===== src/rtl/hud_pkg.sv =====
// hud_pkg: colours, screen geometry, KO box/glyph and FSM states shared by the status-bar HUD
package hud_pkg;
  localparam logic [15:0] WHITE = 16'hFFFF;
  localparam logic [15:0] YELLOW = 16'hFFE0;
  localparam logic [15:0] RED = 16'hF800;
  localparam logic [15:0] BLUE = 16'h001F;
  localparam logic [15:0] BLACK = 16'h0000;
  localparam int OLED_W = 96;
  localparam int OLED_H = 64;
  localparam int KO_X0 = 42;
  localparam int KO_X1 = 53;
  localparam int KO_Y0 = 2;
  localparam int KO_Y1 = 9;
  typedef enum logic [1:0] {IDLE, KO_BLINK, KO_HOLD} ko_state_e;
  // ko_glyph ROM: one word per box row, bit n lights column n of the 12x8 KO box
  localparam logic [11:0] KO_GLYPH [8] = '{12'h000, 12'h312, 12'h48A, 12'h486,
                                          12'h486, 12'h48A, 12'h312, 12'h000};
  function automatic logic ko_glyph(input logic [3:0] gx, input logic [2:0] gy);
    return KO_GLYPH[gy][gx];
  endfunction
endpackage


===== src/rtl/status_bar_engine_trail.sv =====
// hb_trail: clamps one player's health, animates its damage trail and registers both fill lengths
module hb_trail import hud_pkg::*; #(
  parameter int HEALTH_W = 9,
  parameter int MAX_HEALTH = 400,
  parameter int BAR_LEN = 40,
  parameter int DRAIN_STEP = 4
) (
  input  logic                           clk,
  input  logic                           rst_n,
  input  logic                           round_reset,
  input  logic                           tick,
  input  logic [HEALTH_W-1:0]            curr,
  output logic [HEALTH_W-1:0]            trail,
  output logic [$clog2(BAR_LEN+1)-1:0]   fill_h,
  output logic [$clog2(BAR_LEN+1)-1:0]   fill_t
);
  localparam int FW = $clog2(BAR_LEN + 1);
  localparam logic [HEALTH_W-1:0] MAX_H = HEALTH_W'(MAX_HEALTH);
  localparam logic [HEALTH_W-1:0] STEP = HEALTH_W'(DRAIN_STEP);
  logic [HEALTH_W-1:0] h, trail_d, trail_q;
  logic [FW-1:0] fill_h_d, fill_h_q, fill_t_d, fill_t_q;
  function automatic logic [FW-1:0] fill_len(input logic [HEALTH_W-1:0] v);
    return FW'((32'(v) * BAR_LEN) / MAX_HEALTH);
  endfunction
  // heals snap up at once; damage only drains on ticks and stops exactly at h
  always_comb begin
    h = curr > MAX_H ? MAX_H : curr;
    trail_d = round_reset ? MAX_H
            : h > trail_q ? h
            : tick && trail_q > h ? (trail_q - h > STEP ? trail_q - STEP : h)
            : trail_q;
    fill_h_d = fill_len(h);
    fill_t_d = fill_len(trail_q);
  end
  always_ff @(posedge clk or negedge rst_n)
    if (!rst_n) begin
      trail_q <= MAX_H;
      fill_h_q <= '0;
      fill_t_q <= FW'(BAR_LEN);
    end else begin
      trail_q <= trail_d;
      fill_h_q <= fill_h_d;
      fill_t_q <= fill_t_d;
    end
  assign trail = trail_q;
  assign fill_h = fill_h_q;
  assign fill_t = fill_t_q;
endmodule


===== src/rtl/status_bar_engine.sv =====
// status_bar_engine: two-player health-bar renderer with damage trails and a blinking KO banner
module status_bar_engine import hud_pkg::*; #(
  parameter int HEALTH_W = 9,
  parameter int MAX_HEALTH = 400,
  parameter int BAR_LEN = 40,
  parameter int BAR_MARGIN = 1,
  parameter int BAR_Y = 2,
  parameter int BAR_H = 6,
  parameter int DRAIN_STEP = 4,
  parameter int TICK_DIV = 2_500_000,
  parameter int BLINK_TICKS = 4,
  parameter int BLINK_COUNT = 6
) (
  input  logic                clk,
  input  logic                rst_n,
  input  logic                round_reset,
  input  logic [HEALTH_W-1:0] curr_health_l,
  input  logic [HEALTH_W-1:0] curr_health_r,
  input  logic [12:0]         pixel_index,
  output logic [15:0]         oled_colour,
  output logic [HEALTH_W-1:0] final_health_l,
  output logic [HEALTH_W-1:0] final_health_r,
  output logic                ko_active,
  output logic [1:0]          ko_winner
);
  localparam int FW = $clog2(BAR_LEN + 1);
  localparam int TW = $clog2(TICK_DIV + 1);
  localparam int BW = $clog2(BLINK_TICKS + 1);
  localparam int PW = $clog2(BLINK_COUNT + 1);
  localparam int R_X1 = OLED_W - 1 - BAR_MARGIN;
  localparam int R_X0 = R_X1 - BAR_LEN + 1;
  localparam int L_X0 = BAR_MARGIN;
  localparam int L_X1 = BAR_MARGIN + BAR_LEN - 1;
  ko_state_e state_d, state_q;
  logic [TW-1:0] cnt_d, cnt_q;
  logic [BW-1:0] bt_d, bt_q;
  logic [PW-1:0] ph_d, ph_q;
  logic [1:0] win_d, win_q;
  logic [15:0] colour_d, colour_q;
  logic tick, glyph_vis, in_box, in_rows, l0, r0;
  logic [HEALTH_W-1:0] trail_l, trail_r;
  logic [FW-1:0] fh_l, ft_l, fh_r, ft_r;
  int x, y;
  hb_trail #(.HEALTH_W(HEALTH_W), .MAX_HEALTH(MAX_HEALTH), .BAR_LEN(BAR_LEN), .DRAIN_STEP(DRAIN_STEP))
    u_trail_l (.clk(clk), .rst_n(rst_n), .round_reset(round_reset), .tick(tick),
               .curr(curr_health_l), .trail(trail_l), .fill_h(fh_l), .fill_t(ft_l));
  hb_trail #(.HEALTH_W(HEALTH_W), .MAX_HEALTH(MAX_HEALTH), .BAR_LEN(BAR_LEN), .DRAIN_STEP(DRAIN_STEP))
    u_trail_r (.clk(clk), .rst_n(rst_n), .round_reset(round_reset), .tick(tick),
               .curr(curr_health_r), .trail(trail_r), .fill_h(fh_r), .fill_t(ft_r));
  function automatic logic [15:0] bar_px(input int d, input logic [FW-1:0] fh, input logic [FW-1:0] ft);
    return d < int'(fh) ? YELLOW : d < int'(ft) ? RED : BLUE;
  endfunction
  assign tick = cnt_q == TW'(TICK_DIV - 1);
  assign cnt_d = round_reset || tick ? '0 : cnt_q + 1'b1;
  assign l0 = trail_l == '0;
  assign r0 = trail_r == '0;
  assign glyph_vis = state_q == KO_HOLD || (state_q == KO_BLINK && !ph_q[0]);
  always_comb begin
    state_d = state_q;
    win_d = win_q;
    bt_d = bt_q;
    ph_d = ph_q;
    if (round_reset) begin
      state_d = IDLE;
      win_d = 2'b00;
      bt_d = '0;
      ph_d = '0;
    end else
      case (state_q)
        IDLE: if (l0 || r0) begin
          state_d = KO_BLINK;
          win_d = {l0, r0};
          bt_d = '0;
          ph_d = '0;
        end
        KO_BLINK: if (tick) begin
          bt_d = bt_q == BW'(BLINK_TICKS - 1) ? '0 : bt_q + 1'b1;
          ph_d = bt_q == BW'(BLINK_TICKS - 1) ? ph_q + 1'b1 : ph_q;
          state_d = bt_q == BW'(BLINK_TICKS - 1) && ph_q == PW'(BLINK_COUNT - 1) ? KO_HOLD : KO_BLINK;
        end
        KO_HOLD: state_d = KO_HOLD;
        default: state_d = IDLE;
      endcase
  end
  // bar distances are measured from each screen edge so the left bar mirrors the right
  always_comb begin
    x = int'(pixel_index) % OLED_W;
    y = int'(pixel_index) / OLED_W;
    in_box = x >= KO_X0 && x <= KO_X1 && y >= KO_Y0 && y <= KO_Y1;
    in_rows = y >= BAR_Y && y < BAR_Y + BAR_H;
    colour_d = in_box && glyph_vis && ko_glyph(4'(x - KO_X0), 3'(y - KO_Y0)) ? WHITE
             : in_box ? RED
             : in_rows && x >= R_X0 && x <= R_X1 ? bar_px(R_X1 - x, fh_r, ft_r)
             : in_rows && x >= L_X0 && x <= L_X1 ? bar_px(x - L_X0, fh_l, ft_l)
             : BLACK;
  end
  always_ff @(posedge clk or negedge rst_n)
    if (!rst_n) begin
      state_q <= IDLE;
      cnt_q <= '0;
      bt_q <= '0;
      ph_q <= '0;
      win_q <= 2'b00;
      colour_q <= '0;
    end else begin
      state_q <= state_d;
      cnt_q <= cnt_d;
      bt_q <= bt_d;
      ph_q <= ph_d;
      win_q <= win_d;
      colour_q <= colour_d;
    end
  assign oled_colour = colour_q;
  assign final_health_l = trail_l;
  assign final_health_r = trail_r;
  assign ko_active = state_q != IDLE;
  assign ko_winner = win_q;
endmodule


===== config.mk =====
export PLATFORM = sky130hd
export DESIGN_NAME = status_bar_engine
export DESIGN_NICKNAME = d
export VERILOG_FILES = /design/src/rtl/hud_pkg.sv /design/src/rtl/status_bar_engine_trail.sv /design/src/rtl/status_bar_engine.sv
export SDC_FILE = /design/constraint.sdc
export NUM_CORES = 1
export LEC_CHECK = 0
export BUFFER_PORTS_ARGS = -buffer_cell sky130_fd_sc_hd__buf_2
export CAP_MARGIN = 30
export CORE_ASPECT_RATIO = 1.5
export CORE_MARGIN = 2
export CORE_UTILIZATION = 60
export CTS_CLUSTER_DIAMETER = 30
export DETAILED_ROUTE_END_ITERATION = 12
export GPL_TIMING_DRIVEN = 1
export PLACE_DENSITY_LB_ADDON = 0.1
export SYNTH_ARGS = -nofsm -noshare
export SYNTH_HDL_FRONTEND = slang
export SYNTH_SLANG_ARGS = --single-unit

===== constraint.sdc =====
create_clock -name clk -period 9.5 [get_ports clk]
set_input_delay 0.95 -clock clk [delete_from_list [all_inputs] [get_ports clk]]
set_output_delay 0.95 -clock clk [all_outputs]
set_load 0.03 [all_outputs]

==> results.toml, run 1 <==
[sta]
rsz0062_at_grt = "no"
post-route-min-period_ns = 9.05
max_freq_mhz = 110
slew_headroom = 0.371
skew_ns = 0.00819
drv_slew = 0
fin_ws_ns = 0.448
worstMarginPinSlew_ns = 0.935
hold_slack_ns = 0.405
finalSetupTns_ns = 0
fin_crit_sh = 0.953
report.final.hold_viol_count = 0
setup_violations = 0

[drt]
ant_nets = 0
wirelength_mm = 35.4
drc = 0
viasPerCell = 6.40
first_pass_iters = 5
vias = 13400
wire_per_inst_um = 16.9
drtIter0Drc = 882

[critical_path]
critPathMaxStageDelay_ns = 0.69
rrSetupSlack_ns = 1.11
cp_top_family = "simple AND/OR/NAND/NOR gates"
worstPathMaxFanout = 15
worst_r2r_startpoint = "u_trail_r.trail[1]"
r2r-end = "u_trail_r.fill_t[0]"
rr_worst_depth = 31
arrival_ns = 9.29
start_kind = "input pin"
critPathBufInv = 3
cp_slowest_cell = "or4_1"
required_ns = 9.73
endpoint_kind = "register"
cp.depth = 31
path_class = "in -> reg"

[finish]
nets = 1975
num-fill-cells = 1996
drive_above_1_share = 0.110
multi_input_area_sq_um = 10400
synthToLayoutAreaGrowth_pct = 6.81
register_area_sq_um = 1940
n_antenna_cell = 0

[floorplanning]
start_util = 0.607
die_y_um = 185
core-area_sq_um = 21600
rows = 66
die_w_um = 125
dieArea_sq_um = 23000
io_pins = 71

[place]
portBuffers = 70
gp_congestion = 0.946
dp_worst_setup_slack_ns = 0.185
detailed_place_hpwl_mm = 28.0

[clock_tree]
post-cts-setup-buffers = 0
clk_latency_ns = 0.35
path_clk_slew_ns = 0.06
cts_tree = "built"
numCtsBuffers = 9
numClockSinks = 77
cts_root_buf = "clkbuf_16"
clk_path_buf_depth = 2
postCtsHoldBufs = 0
htreeDepth = 3

[run_status]
status = "finished, final reports clean"

[global_routing]
grt_util_met2 = 0.537
met3_usage = 0.0257
grt_pass1_wl_mm = 58.9
met1_usage = 0.363
grt_max_degree = 75
grt_overflow_total = 0
grt_pass1_vias = 12700
grt_usage = 0.300
grt-busiest-layer = "met2"
antenna_found_initial = 0

[synthesis]
yosysWarningCount = 0
synth_async_sr_flop_share = 1.00
syn_area_sq_um = 13100
netlist.area_leader.share = 0.128
synth-edff-count = 0
yosysSeqAreaShare = 0.148
synth.distinct_cells = 112
netlist_instances = 1780
synth-seq-cells = 77
ys.flop_type = "dfrtp_1"
synth_top_area_cell = "dfrtp_1"
ys_top_cells_by_area = "dfrtp_1, ha_1, a21oi_1"
syn_avg_cell_area_sq_um = 7.35
syn_nets = 1936

[flow_run]
drv_cap = 0

[min_path]
hold_path_class = "in -> async"
==> layout make-up <==
class | instances | area share
Sequential cell | 77 | 0.139
Inverter | 127 | 0.0343
Clock inverter | 6 | 0.00510
Multi-Input combinational cell | 1509 | 0.741
Timing Repair Buffer | 95 | 0.0396
Tap cell | 272 | 0.0244
Clock buffer | 10 | 0.0171
==> cells by family (layout without fill, tap and decap cells) <==
| family | Yosys count | after routing | synth area share |
|---|---|---|---|
| adder cells (fa/ha/maj) | 134 | 134 | 0.129 |
| multiplexers | 33 | 33 | 0.0270 |
| buffers and inverters | 194 | 238 | 0.0622 |
| XOR/XNOR | 106 | 106 | 0.0727 |
| AO/OA/AOI/OAI | 560 | 560 | 0.292 |
| AND/OR/NAND/NOR | 676 | 676 | 0.269 |
| flip-flops | 77 | 77 | 0.148 |
==> cells in the final DEF, fill, tap and decap left out, types with 11 or more instances in the layout <==
cell | synthesis | routed
o211ai_1 | 23 | 23
a31oi_1 | 12 | 12
o31ai_1 | 16 | 16
nor2_1 | 164 | 164
a21oi_1 | 144 | 144
buf_4 | 15 | 22
inv_1 | 123 | 123
xnor2_1 | 71 | 71
nor2b_1 | 25 | 25
o21ai_0 | 111 | 111
maj3_1 | 12 | 12
xor2_1 | 32 | 32
o21a_1 | 25 | 25
nor3_1 | 67 | 67
nand2b_1 | 37 | 37
or2_2 | 17 | 17
nand2_1 | 134 | 134
dfrtp_1 | 67 | 67
a211oi_1 | 22 | 22
a21boi_0 | 13 | 13
or3_1 | 26 | 26
mux2i_1 | 24 | 24
ha_1 | 116 | 116
and3_1 | 23 | 23
nand3_1 | 56 | 56
and2_1 | 20 | 20
a21o_1 | 33 | 33
a211o_1 | 11 | 11
buf_2 | 4 | 72
nand4_1 | 21 | 21
o31a_1 | 11 | 11
o22ai_1 | 11 | 11
nor4_1 | 23 | 22
==> cell usage after synthesis (7+ instances only) <==
| cell | count |
|---|---|
| nor2_1 | 164 |
| o21ai_0 | 111 |
| or4_1 | 10 |
| xor2_1 | 32 |
| mux2_2 | 8 |
| o22ai_1 | 11 |
| dfstp_2 | 10 |
| nor3_1 | 67 |
| nor4_1 | 23 |
| a21o_1 | 33 |
| maj3_1 | 12 |
| o21a_1 | 25 |
| nor2b_1 | 25 |
| nand2_1 | 134 |
| nand4_1 | 21 |
| a21oi_1 | 144 |
| a31oi_1 | 12 |
| ha_1 | 116 |
| nand2b_1 | 37 |
| xnor2_1 | 71 |
| mux2i_1 | 24 |
| o31ai_1 | 16 |
| clkbuf_1 | 43 |
| buf_4 | 15 |
| nand3_1 | 56 |
| or3_1 | 26 |
| o41ai_1 | 7 |
| a22o_1 | 8 |
| o21bai_1 | 10 |
| o211ai_1 | 23 |
| nor3b_1 | 8 |
| a211oi_1 | 22 |
| dfrtp_1 | 67 |
| o31a_1 | 11 |
| o21ai_1 | 7 |
| inv_1 | 123 |
| and3_1 | 23 |
| a211o_1 | 11 |
| or2_2 | 17 |
| and2_1 | 20 |
| a21boi_0 | 13 |
==> state kept, by name (all words and copies together), names as in the netlist <==
signal / flops
u_trail_l.fill_h: 6
u_trail_r.trail: 9
cnt_q: 22
bt_q: 3
u_trail_r.fill_h: 6
oled_colour: 3
state_q: 2
u_trail_r.fill_t: 6
ph_q: 3
u_trail_l.trail: 9
u_trail_l.fill_t: 6
ko_winner: 2
==> timing repair <==
action                                  4_1_cts  5_1_grt
endpoints found under the setup margin        0        2
resized for setup                             0        3
endpoints found under the hold margin         0        0
==> metrics by stage <==
stage	area (sq um)	util	cells
floorplan	13100	-	1780
global placement	13600	0.631	2076
detailed placement	13600	0.632	2079
global route	14000	0.648	2096
CTS	13900	0.646	2095
finish	14000	0.648	2096
==> worst register-to-register path: cells and delay by family, from the launching register on <==
| family | cells | cell delay [ns] |
|---|---|---|
| AND/OR/NAND/NOR | 11 | 2.31 |
| XOR/XNOR | 1 | 0.50 |
| adder cells (fa/ha/maj) | 4 | 1.13 |
| flip-flops | 1 | 0.51 |
| buffers and inverters | 2 | 0.48 |
| AO/OA/AOI/OAI | 13 | 3.34 |
==> worst max path at each step <==
stage / from / to / slack, ns
after floorplan: curr_health_r[8] / u_trail_r.fill_h[0] / 0.63
after global placement: pixel_index[2] / oled_colour[4] / 0.47
after detailed placement: pixel_index[1] / oled_colour[4] / 0.18
after CTS: pixel_index[1] / oled_colour[4] / 0.54
after global routing: pixel_index[1] / oled_colour[4] / 0.02
final: pixel_index[1] / oled_colour[4] / 0.45
==> per-layer routing <==
metal	vias up	wire length, um
met5	-	0
met4	0	1550
met3	102	1330
met2	404	17400
met1	6274	15100
li1	6642	-
Power of run 1 is left out: the tool's default activity adds up to more than one toggle a clock period on the data nets, which glitch-free logic cannot reach.
==> run 2, diff against run 1 <==
--- a/config.mk
+++ b/config.mk
@@ -7,13 +7,13 @@
 export LEC_CHECK = 0
 export BUFFER_PORTS_ARGS = -buffer_cell sky130_fd_sc_hd__buf_2
 export CAP_MARGIN = 30
-export CORE_ASPECT_RATIO = 1.5
 export CORE_MARGIN = 2
 export CORE_UTILIZATION = 60
 export CTS_CLUSTER_DIAMETER = 30
 export DETAILED_ROUTE_END_ITERATION = 12
 export GPL_TIMING_DRIVEN = 1
 export PLACE_DENSITY_LB_ADDON = 0.1
+export REMOVE_ABC_BUFFERS = 1
 export SYNTH_ARGS = -nofsm -noshare
 export SYNTH_HDL_FRONTEND = slang
 export SYNTH_SLANG_ARGS = --single-unit
==> run 2 against run 1 <==
Effect of this change:
- final area down 0.41%
- wire length fell by 3.3%
- die area decreased by 0.11%
- critical path depth fell by 4
- first-iteration DRC count grew 17%
- via count decreased by 0.52%
- worst setup slack worse by 0.010 ns
- critical path type unchanged
- critical endpoint unchanged
==> results.toml, run 2 (synthesized netlist as in run 1, its figures left out) <==
[critical_path]
arrival_ns = 9.29
worstPathMaxFanout = 14
endpoint_kind = "register"
rr_worst_depth = 30
path_class = "in -> reg"
r2r-end = "u_trail_r.fill_t[0]"
required_ns = 9.72
start_kind = "input pin"
worst_r2r_startpoint = "u_trail_r.trail[4]"
rrSetupSlack_ns = 1.55

[floorplanning]
die_y_um = 152
core-area_sq_um = 21600
start_util = 0.605
io_pins = 71
dieArea_sq_um = 23000
die_w_um = 152
rows = 54

[finish]
drive_above_1_share = 0.108
largest-register = "cnt_q"
synthToLayoutAreaGrowth_pct = 6.37
final_common_cell = "nor2_1"
largest_register_ffs = 22
register_area_sq_um = 1940
mostFrequentLayoutCells = "nor2_1, a21oi_1, nand2_1"
num-fill-cells = 1983
multi_input_area_sq_um = 10400
nets = 1969

[sta]
rsz0062_at_grt = "no"
finalSetupTns_ns = 0
post-route-min-period_ns = 9.06
drv_slew = 0
slew_headroom = 0.265
worstMarginPinSlew_ns = 1.09
fin_ws_ns = 0.437
max_freq_mhz = 110
report.final.hold_viol_count = 0
skew_ns = 0.00776
setup_violations = 0
fin_crit_sh = 0.954

[global_routing]
antenna_found_initial = 1
grt_usage = 0.297
grt_overflow_total = 0
grt_pass1_wl_mm = 57.0
grt_pass1_vias = 11900
grt_max_degree = 69

[clock_tree]
clk_latency_ns = 0.34
numCtsBuffers = 9
cts_root_buf = "clkbuf_16"
postCtsHoldBufs = 0
numClockSinks = 77
cts_tree = "built"
clk_path_buf_depth = 2
htreeDepth = 3
path_clk_slew_ns = 0.06

[place]
portBuffers = 70
detailed_place_hpwl_mm = 27.0
dp_worst_setup_slack_ns = 0.127
gp_congestion = 0.934

[drt]
wire_per_inst_um = 16.3
viasPerCell = 6.36
drtIter0Drc = 1036
first_pass_iters = 6
vias = 13400
ant_nets = 0
drc = 0
wirelength_mm = 34.2

[flow_run]
drv_cap = 0

[run_status]
status = "finished, final reports clean"

[min_path]
hold_path_class = "in -> async"
[run 2: critical path: stages]
cell	delay, ns
buf_2	0.16
inv_1	0.22
ha_1	0.33
or4b_4	0.59
or4_1	0.60
nand4_1	0.18
nand4_4	0.17
nor2_4	0.33
xnor2_2	0.19
or4_1	0.68
a2111o_1	0.62
mux2i_1	0.26
and2_1	0.29
mux2_2	0.42
a2111oi_0	0.59
a211o_2	0.33
or3_1	0.33
nand2_2	0.10
xnor2_2	0.38
xnor2_1	0.22
ha_1	0.29
a21oi_1	0.25
o32a_1	0.19
o21a_1	0.14
nor2b_1	0.13
nor3_1	0.05
o31a_1	0.29
[run 2: final cells by class]
| class | instances | area share |
|---|---|---|
| diodes | 1 | 0.000180 |
| clock buffers | 9 | 0.0162 |
| clock inverters | 7 | 0.00494 |
| inverters | 127 | 0.0344 |
| multi-input cells | 1509 | 0.744 |
| flip-flops and latches | 77 | 0.139 |
| well taps | 280 | 0.0252 |
| repair buffers | 89 | 0.0354 |
[run 2: per-layer routing]
metal  track usage  vias to the layer above  routed length [um]
li1              -                     6651                   -
met1         0.418                     6208               16300
met2         0.476                      430               15300
met3        0.0446                       63                1840
met4        0.0792                        0                 811
met5             0                        -                   0
[run 2: worst max path at each step]
stage,start,to,cells after the start,slack (ns)
6_report,pixel_index[1],oled_colour[4],27,0.44
5_1_grt,pixel_index[1],oled_colour[4],27,0.02
4_1_cts,curr_health_r[0],u_trail_r.fill_h[0],38,0.47
3_5_place_dp,curr_health_r[0],u_trail_r.fill_h[0],38,0.13
3_3_place_gp,pixel_index[1],oled_colour[4],27,0.35
2_1_floorplan,curr_health_r[0],u_trail_r.fill_h[0],36,0.69
[run 2: timing repair]
| action | in CTS | in global routing |
|---|---|---|
| setup buffers | 0 | 0 |
| resized for setup | 0 | 6 |
| setup endpoints to repair | 0 | 3 |
[run 2: stage by stage]
| step | hold WS [ns] | utilization | area, sq um | cells |
|---|---|---|---|---|
| after floorplan | 0.454 | - | 12700 | 1713 |
| after global placement | 0.469 | 0.628 | 13600 | 2081 |
| after detailed placement | 0.479 | 0.629 | 13600 | 2082 |
| after CTS | 0.431 | 0.642 | 13900 | 2098 |
| after global routing | 0.441 | 0.644 | 13900 | 2098 |
| final | 0.437 | 0.644 | 13900 | 2099 |
Power of run 2 is left out for the same reason.
